`config.mk`:
```
export PLATFORM = sky130hd
export DESIGN_NAME = pdm_cic_decimator
export DESIGN_NICKNAME = d
export VERILOG_FILES = /design/src/rtl/pdm_cic_decimator.sv
export SDC_FILE = /design/constraint.sdc
export NUM_CORES = 2
export LEC_CHECK = 0
export ABC_CLOCK_PERIOD_IN_PS = 24500
export BUFFER_PORTS_ARGS = -buffer_cell sky130_fd_sc_hd__clkbuf_2
export CORE_ASPECT_RATIO = 0.8
export CORE_UTILIZATION = 47
export CTS_CLUSTER_SIZE = 28
export DETAILED_ROUTE_END_ITERATION = 16
export HOLD_SLACK_MARGIN = 0.03
export PLACE_DENSITY_LB_ADDON = 0.12
export SLEW_MARGIN = 20
export SYNTH_ARGS = -nofsm -noshare
export SYNTH_HDL_FRONTEND = slang
export SYNTH_SLANG_ARGS = --single-unit
```
`constraint.sdc`:
```
create_clock -name clk -period 24.5 [get_ports clk]
set_clock_uncertainty 0.15 [all_clocks]
set_input_delay 1.225 -clock clk [delete_from_list [all_inputs] [get_ports clk]]
set_output_delay 1.225 -clock clk [all_outputs]
set_load 0.02 [all_outputs]
```
`src/rtl/pdm_cic_decimator.sv`:
```
// pdm_cic_decimator: multi-channel PDM-to-PCM CIC decimator, time-multiplexed one channel per cycle.
// Define CIC_ROUND_EN to round and saturate the output instead of truncating it.
module pdm_cic_decimator #(
  parameter int CHANNELS   = 8,
  parameter int STAGES     = 3,
  parameter int DECIMATION = 64,
  parameter int OUT_WIDTH  = 16,
  localparam int CW = (CHANNELS > 1) ? $clog2(CHANNELS) : 1
) (
  input  logic                 clk,
  input  logic                 resetn,
  input  logic [CHANNELS-1:0]  pdm_data,
  input  logic                 pdm_strobe,
  output logic                 out_valid,
  input  logic                 out_ready,
  output logic [CW-1:0]        out_channel,
  output logic [OUT_WIDTH-1:0] out_data,
  output logic                 busy,
  output logic                 overrun
);
  localparam int AW = STAGES * $clog2(DECIMATION) + 2;
  localparam int DW = $clog2(DECIMATION);
  localparam int WW = $clog2(CHANNELS + 1);
  localparam int SH = (AW > OUT_WIDTH) ? AW - OUT_WIDTH : 0;
  localparam int EW = AW + OUT_WIDTH + 1;
`ifdef CIC_ROUND_EN
  localparam logic signed [EW-1:0] RND  = (EW'(1) << SH) >> 1;
  localparam logic signed [EW-1:0] MAXV = (EW'(1) << (OUT_WIDTH - 1)) - EW'(1);
`endif
  typedef enum logic [1:0] {IDLE, INTEG, COMB} state_t;
  state_t               state;
  logic [CW-1:0]        ch;
  logic [CHANNELS-1:0]  pdm_reg;
  logic [DW-1:0]        cnt;
  logic                 accept;
  logic [AW-1:0]        integ    [CHANNELS][STAGES];
  logic [AW-1:0]        comb_dly [CHANNELS][STAGES];
  logic [OUT_WIDTH-1:0] frame    [CHANNELS];
  logic [WW-1:0]        wr_ptr;
  logic [CW-1:0]        rd_ptr;
  logic [AW-1:0]        integ_nxt [STAGES];
  logic [AW-1:0]        dly_nxt   [STAGES];
  logic [AW-1:0]        acc;
  logic [AW-1:0]        dif;
  function automatic logic [OUT_WIDTH-1:0] scale(input logic [AW-1:0] v);
    logic signed [EW-1:0] w;
    w = signed'({{(EW - AW){v[AW-1]}}, v});
`ifdef CIC_ROUND_EN
    w = (w + RND) >>> SH;
    return (w > MAXV) ? MAXV[OUT_WIDTH-1:0] : w[OUT_WIDTH-1:0];
`else
    w = w >>> SH;
    return w[OUT_WIDTH-1:0];
`endif
  endfunction
  // Integrator and comb chains for the channel currently selected by ch.
  always_comb begin
    acc = pdm_reg[ch] ? AW'(1) : {AW{1'b1}};
    for (int s = 0; s < STAGES; s++) begin
      acc = integ[ch][s] + acc;
      integ_nxt[s] = acc;
    end
    dif = integ[ch][STAGES-1];
    for (int s = 0; s < STAGES; s++) begin
      dly_nxt[s] = dif;
      dif = dif - comb_dly[ch][s];
    end
  end
  assign out_valid   = wr_ptr > WW'(rd_ptr);
  assign out_channel = rd_ptr;
  assign out_data    = frame[rd_ptr];
  assign busy        = state != IDLE;
  always_ff @(posedge clk or negedge resetn) begin
    if (!resetn) begin
      state   <= IDLE;
      ch      <= '0;
      pdm_reg <= '0;
      cnt     <= '0;
      accept  <= 1'b0;
      overrun <= 1'b0;
      wr_ptr  <= '0;
      rd_ptr  <= '0;
      for (int c = 0; c < CHANNELS; c++) begin
        frame[c] <= '0;
        for (int s = 0; s < STAGES; s++) begin
          integ[c][s]    <= '0;
          comb_dly[c][s] <= '0;
        end
      end
    end else begin
      if (pdm_strobe && state != IDLE) overrun <= 1'b1;
      // The buffer only recycles once its last entry is consumed, so reads never race a write.
      if (out_valid && out_ready) begin
        if (rd_ptr == CW'(CHANNELS - 1)) begin
          rd_ptr <= '0;
          wr_ptr <= '0;
        end else begin
          rd_ptr <= rd_ptr + 1'b1;
        end
      end
      case (state)
        IDLE: if (pdm_strobe) begin
          pdm_reg <= pdm_data;
          ch      <= '0;
          state   <= INTEG;
        end
        INTEG: begin
          for (int s = 0; s < STAGES; s++) integ[ch][s] <= integ_nxt[s];
          ch <= (ch == CW'(CHANNELS - 1)) ? '0 : ch + 1'b1;
          if (ch == CW'(CHANNELS - 1)) begin
            if (cnt == DW'(DECIMATION - 1)) begin
              cnt    <= '0;
              state  <= COMB;
              accept <= wr_ptr == '0;
              if (wr_ptr != '0) overrun <= 1'b1;
            end else begin
              cnt   <= cnt + 1'b1;
              state <= IDLE;
            end
          end
        end
        COMB: begin
          for (int s = 0; s < STAGES; s++) comb_dly[ch][s] <= dly_nxt[s];
          if (accept) begin
            frame[ch] <= scale(dif);
            wr_ptr    <= wr_ptr + 1'b1;
          end
          ch    <= (ch == CW'(CHANNELS - 1)) ? '0 : ch + 1'b1;
          state <= (ch == CW'(CHANNELS - 1)) ? IDLE : COMB;
        end
        default: state <= IDLE;
      endcase
    end
  end
endmodule

```
* Yosys cells after proc, flatten, opt, wreduce, memory -nomap -nowiden *
Cells that the tools add are included.

storage, ports and cells
  register bits after elaboration = 1,116
  latch bits = 0
  memory bits (writable) = 0
  memory bits (read-only) = 0
  bits of input ports = 12
  output and inout port bits = 22
  logic and storage cells = 149
  memories = 0

cells by class
  add/sub/neg operators = 10
  multiply operators = 0
  div/mod/pow operators = 0
  order comparisons = 5
  equality and inequality tests = 7
  shift operators = 0
  mux-type cells = 46
  bitwise gates (word level) = 2
  reduce and logical (&&, ||, !) cells = 15

operators by type and width
  operator                                      count
  bitwise mux 480 bit                           6
  demux 60 bit (select 3 bit)                   3
  binary-select mux 60 bit (select 3 bit)       2
  two-way mux 60 bit                            5
  bitwise mux 128 bit                           1
  adder 20 bit                                  3
  subtractor 20 bit                             3
  binary-select mux 16 bit (select 3 bit)       1
  demux 16 bit (select 3 bit)                   1
  two-way mux 16 bit                            3
  two-way mux 20 bit                            2
  two-way mux 40 bit                            1
  two-way mux 4 bit                             4
  AND reduction 2 bit                           5
  two-way mux 3 bit                             3
  >= comparator 4 bit (second input constant)   2
  two-way mux 2 bit                             4
  NOT 3 -> 4 bit                                2
  adder 3 x 1 -> 3 bit (second input constant)  2
  adder 6 x 1 -> 6 bit (second input constant)  1
  equality test 3 bit (second input constant)   2
  equality test 6 bit (second input constant)   1
  two-way mux 1 bit                             6
  two-way mux 6 bit                             1
  17 further kinds                              21

* Longest topological paths before layout *
  depth in word-level cells = 8
  gate-level depth with buffers = 39

* Worst setup path before layout *
OpenSTA, ideal clock, no wires.

  path kind = register -> register
  from = reg ch[2]
  to = reg frame[111] (netlist name)
  library setup time = 0.066 ns
  data arrival time = 8.690 ns
  path slack = 15.594 ns
  stages on the path, launching flop included = 39
  cell sequence = dfrtp_1 -> buf_2 -> buf_2 -> buf_1 -> buf_1 -> buf_1 -> mux2i_1 -> nor2_1 -> a21oi_1 -> nor2_1 -> a221oi_1 -> fa_1 -> nor2b_1 -> o31a_1 -> o21ai_0 -> nand2b_1 -> a21o_1 -> a21oi_1 -> [... 3 more ...] -> a21o_1 -> nor3_1 -> a21oi_1 -> a21o_1 -> a21o_1 -> xnor2_1 -> inv_1 -> ha_1 -> a21o_1 -> a211oi_1 -> o31a_1 -> o31ai_1 -> and4_1 -> a2111oi_2 -> o21ai_1 -> xnor2_1 -> xnor2_1 -> mux2_2

RTL lines
  item                            RTL line  RTL
  start: declaration              32        logic [CW-1:0] ch;
  start signal: assignment        109       ch <= (ch == CW'(CHANNELS - 1)) ? '0 : ch + 1'b1;
  start signal: assignment        128       ch <= (ch == CW'(CHANNELS - 1)) ? '0 : ch + 1'b1;
  end signal: indexed assignment  125       frame[ch] <= scale(dif);
  end: declaration                38        logic [OUT_WIDTH-1:0] frame [CHANNELS];

==> qor.log <==
INFO  sta            fin_max_slew_vios=0
INFO  synth          netlist.top_cell.by_area=sky130_fd_sc_hd__dfrtp_1
INFO  critical_path  critPathCaptureType=flip-flop
INFO  global_routing met3_usage=5.93%
INFO  synth          synth-seq-area-share=53.5%
INFO  synth          synth_fp_nets=5537
INFO  cells_and_area largestRegisters=comb_dly (480), integ (480), frame (128)
INFO  critical_path  critical-path-top-cell-by-count=sky130_fd_sc_hd__a21o_1
INFO  placed_design  routabilityCongestion=0.839
INFO  drt            post-route-drc-count=0
INFO  sta            setup_viol=0
INFO  critical_path  worst-r2r-setup-slack=13.36ns
INFO  critical_path  required=25.01ns
INFO  global_routing first_pass_grt_wire_length=239000um
INFO  cells_and_area antenna_cells_inserted=0
INFO  die            initial_utilization=47.7%
INFO  clocking       clk_transition_reported_paths=0.06ns
INFO  global_routing grt_pass1_vias=38400
INFO  sta            fin_crit_sh=45.5%
INFO  cells_and_area post-route-util=52.4%
INFO  synth          synth_top_area_share=53.5%
INFO  synth          synthesis.area=52200um2
INFO  synth          synth_ff_type=sky130_fd_sc_hd__dfrtp_1
INFO  synth          yosys_warnings=0
INFO  critical_path  largest_driver_fanout_on_the_critical_path=51
INFO  drt            post_drt_wl_per_cell=22.7um
INFO  sta            finalWorstPathRequiredPeriod=11.14ns
INFO  synth          post_synth_edffs=0
INFO  min_path       worst_hold_path_type=flip-flop to flip-flop
INFO  drt            detailedRoute.firstIterationViolations=3813
INFO  clocking       ctsHtreeMaxLevel=3
INFO  sta            rsz0062_at_grt=false
INFO  sta            timing.final.hold_violations=0
INFO  global_routing globalRoute.totalOverflow=0
INFO  clocking       cts-root-buf=sky130_fd_sc_hd__clkbuf_16
INFO  critical_path  worst-endpoint-arrival=11.66ns
INFO  critical_path  worstPathBufferInverterCount=4
INFO  synth          synth_top_cells_by_area=sky130_fd_sc_hd__dfrtp_1 (54%), sky130_fd_sc_hd__o21ai_0 (9.8%), sky130_fd_sc_hd__nand2_1 (8.2%)
INFO  critical_path  path_class=flip-flop to flip-flop
INFO  critical_path  critical_path.top_delay_family=compound AO/OA/AOI/OAI gates
INFO  clocking       cts_repair_resize_count=0
INFO  placed_design  buffer_ports.inserted=33
INFO  critical_path  crit_path_max_incr_delay=0.76ns
INFO  clocking       cts-buffers-inserted=113
INFO  die            design.core.area=109000um2
INFO  global_routing most_used_routing_layer=met1
INFO  global_routing grt_max_degree=173
INFO  drt            dr_total_vias=39800
INFO  die            rows=108
INFO  drt            routed_wirelength=153000um
INFO  global_routing antenna_found_initial=0
INFO  placed_design  place.detailed.hpwl=92200um
INFO  sta            fin_setup_tns=0ns
INFO  sta            tightest_slew=1.14ns
INFO  synth          synth.top_cells.by_count=sky130_fd_sc_hd__nand2_1 (1146), sky130_fd_sc_hd__dfrtp_1 (1116), sky130_fd_sc_hd__o21ai_0 (1020)
INFO  synth          synth.avg_cell_area=9.67um2
INFO  clocking       cts.sinks=1116
INFO  synth          netlist-cell-type-count=78
INFO  die            dieHeight=300um
INFO  clocking       worst_skew_pair.late_latency=0.73ns
INFO  outcome        outcome=finished clean
INFO  die            die_width=375um
INFO  die            die_area=112000um2
INFO  synth          synth_most_common_cell=sky130_fd_sc_hd__nand2_1
INFO  sta            slew_headroom=23.1%
INFO  critical_path  cp-start-kind=flip-flop
INFO  die            boundaryPins=34
INFO  global_routing track_usage=27.6%
INFO  drt            antenna_violating_nets_post_route=0
INFO  global_routing grt.met2_usage=39.5%
INFO  clocking       tritoncts=built
INFO  drt            route.detailed.vias_per_inst=5.89
INFO  drt            firstDrtPassIters=7
INFO  cells_and_area post_route_cells_drive_above_1_share=9.88%
INFO  global_routing grt_util_met1=42.6%
INFO  clocking       post-cts-setup-buffers=0
INFO  cells_and_area fin_nets=5374
INFO  sta            achievable-frequency=0.0897GHz
INFO  synth          flip_flop_and_latch_count_after_synthesis=1116
INFO  flow_run       number_of_max_cap_violations=0
INFO  critical_path  worst_path_max_delay_cell=sky130_fd_sc_hd__dfrtp_4
INFO  cells_and_area area.growth.synth_to_final=9.87%
INFO  clocking       clock_tree.buffer_depth=3
INFO  synth          synthesis.instances=5396
INFO  clocking       hold_buffers=0
INFO  synth          async_reset_ff_share=100%
-- layout by cell type, fill, tap and decap left out, types with 78 or more instances in the layout --
master	netlist	routed
sky130_fd_sc_hd__a22oi_1	277	277
sky130_fd_sc_hd__inv_1	140	140
sky130_fd_sc_hd__ha_1	124	124
sky130_fd_sc_hd__nand2_1	1146	1130
sky130_fd_sc_hd__dfrtp_1	1116	1112
sky130_fd_sc_hd__clkbuf_16	0	115
sky130_fd_sc_hd__a21oi_1	100	100
sky130_fd_sc_hd__nor2_1	111	109
sky130_fd_sc_hd__mux2_2	128	128
sky130_fd_sc_hd__buf_4	0	78
sky130_fd_sc_hd__o21ai_0	1020	1020
-- final timing paths --
path,end,start,cells past startpoint
setup / recovery,frame[31],ch[2],35
hold / removal,frame[72],frame[72],2
setup reg to reg,frame[31],ch[2],35
hold reg to reg,frame[72],frame[72],2
max in group asynchronous,integ[5],resetn,4
min in group asynchronous,integ[173],resetn,1
-- worst min-delay path, delay by kind of cell (launching register included) --
kind               cells  cell delay [ns]
and+or+nand+nor        1             0.04
DFF                    1             0.34
AOI/OAI and AO/OA      1             0.06
-- cell families after synthesis --
| group | share of synthesized area [%] |
|---|---|
| AOI/OAI and AO/OA | 20.1 |
| and+or+nand+nor | 12.7 |
| DFF | 53.5 |
| buffers and inverters | 3.88 |
| muxes | 4.85 |
| adders and majority gates | 3.17 |
| xor gates and xnor gates | 1.76 |
-- metal layers --
layer  wire [um]  vias up
met2       64300     1172
met1       75100    19700
met3       11100      202
li1            -    18700
met4        2890        0
met5           0        -
-- stage by stage --
step	instances	hold WS [ns]	worst slack [ns]	instance area, um2
2_1_floorplan	5396	0.292	15.59	52200
3_3_place_gp	6548	0.304	13.72	53500
3_5_place_dp	6548	0.313	13.61	53500
4_1_cts	6753	0.328	13.56	57300
5_1_grt	6753	0.345	12.67	57300
6_report	6753	0.322	13.36	57300
-- layout make-up --
cell class | count | area (um2)
fill | 9967 | 52000
sequential | 1116 | 27900
multi-input combinational | 3744 | 22400
clock buffer | 167 | 3340
tap | 1430 | 1790
timing repair buffer | 115 | 832
inverter | 143 | 537
clock inverter | 38 | 469
Power is not shown: default switching activity piles up to over one toggle a cycle in this logic, so the estimate is an artifact.
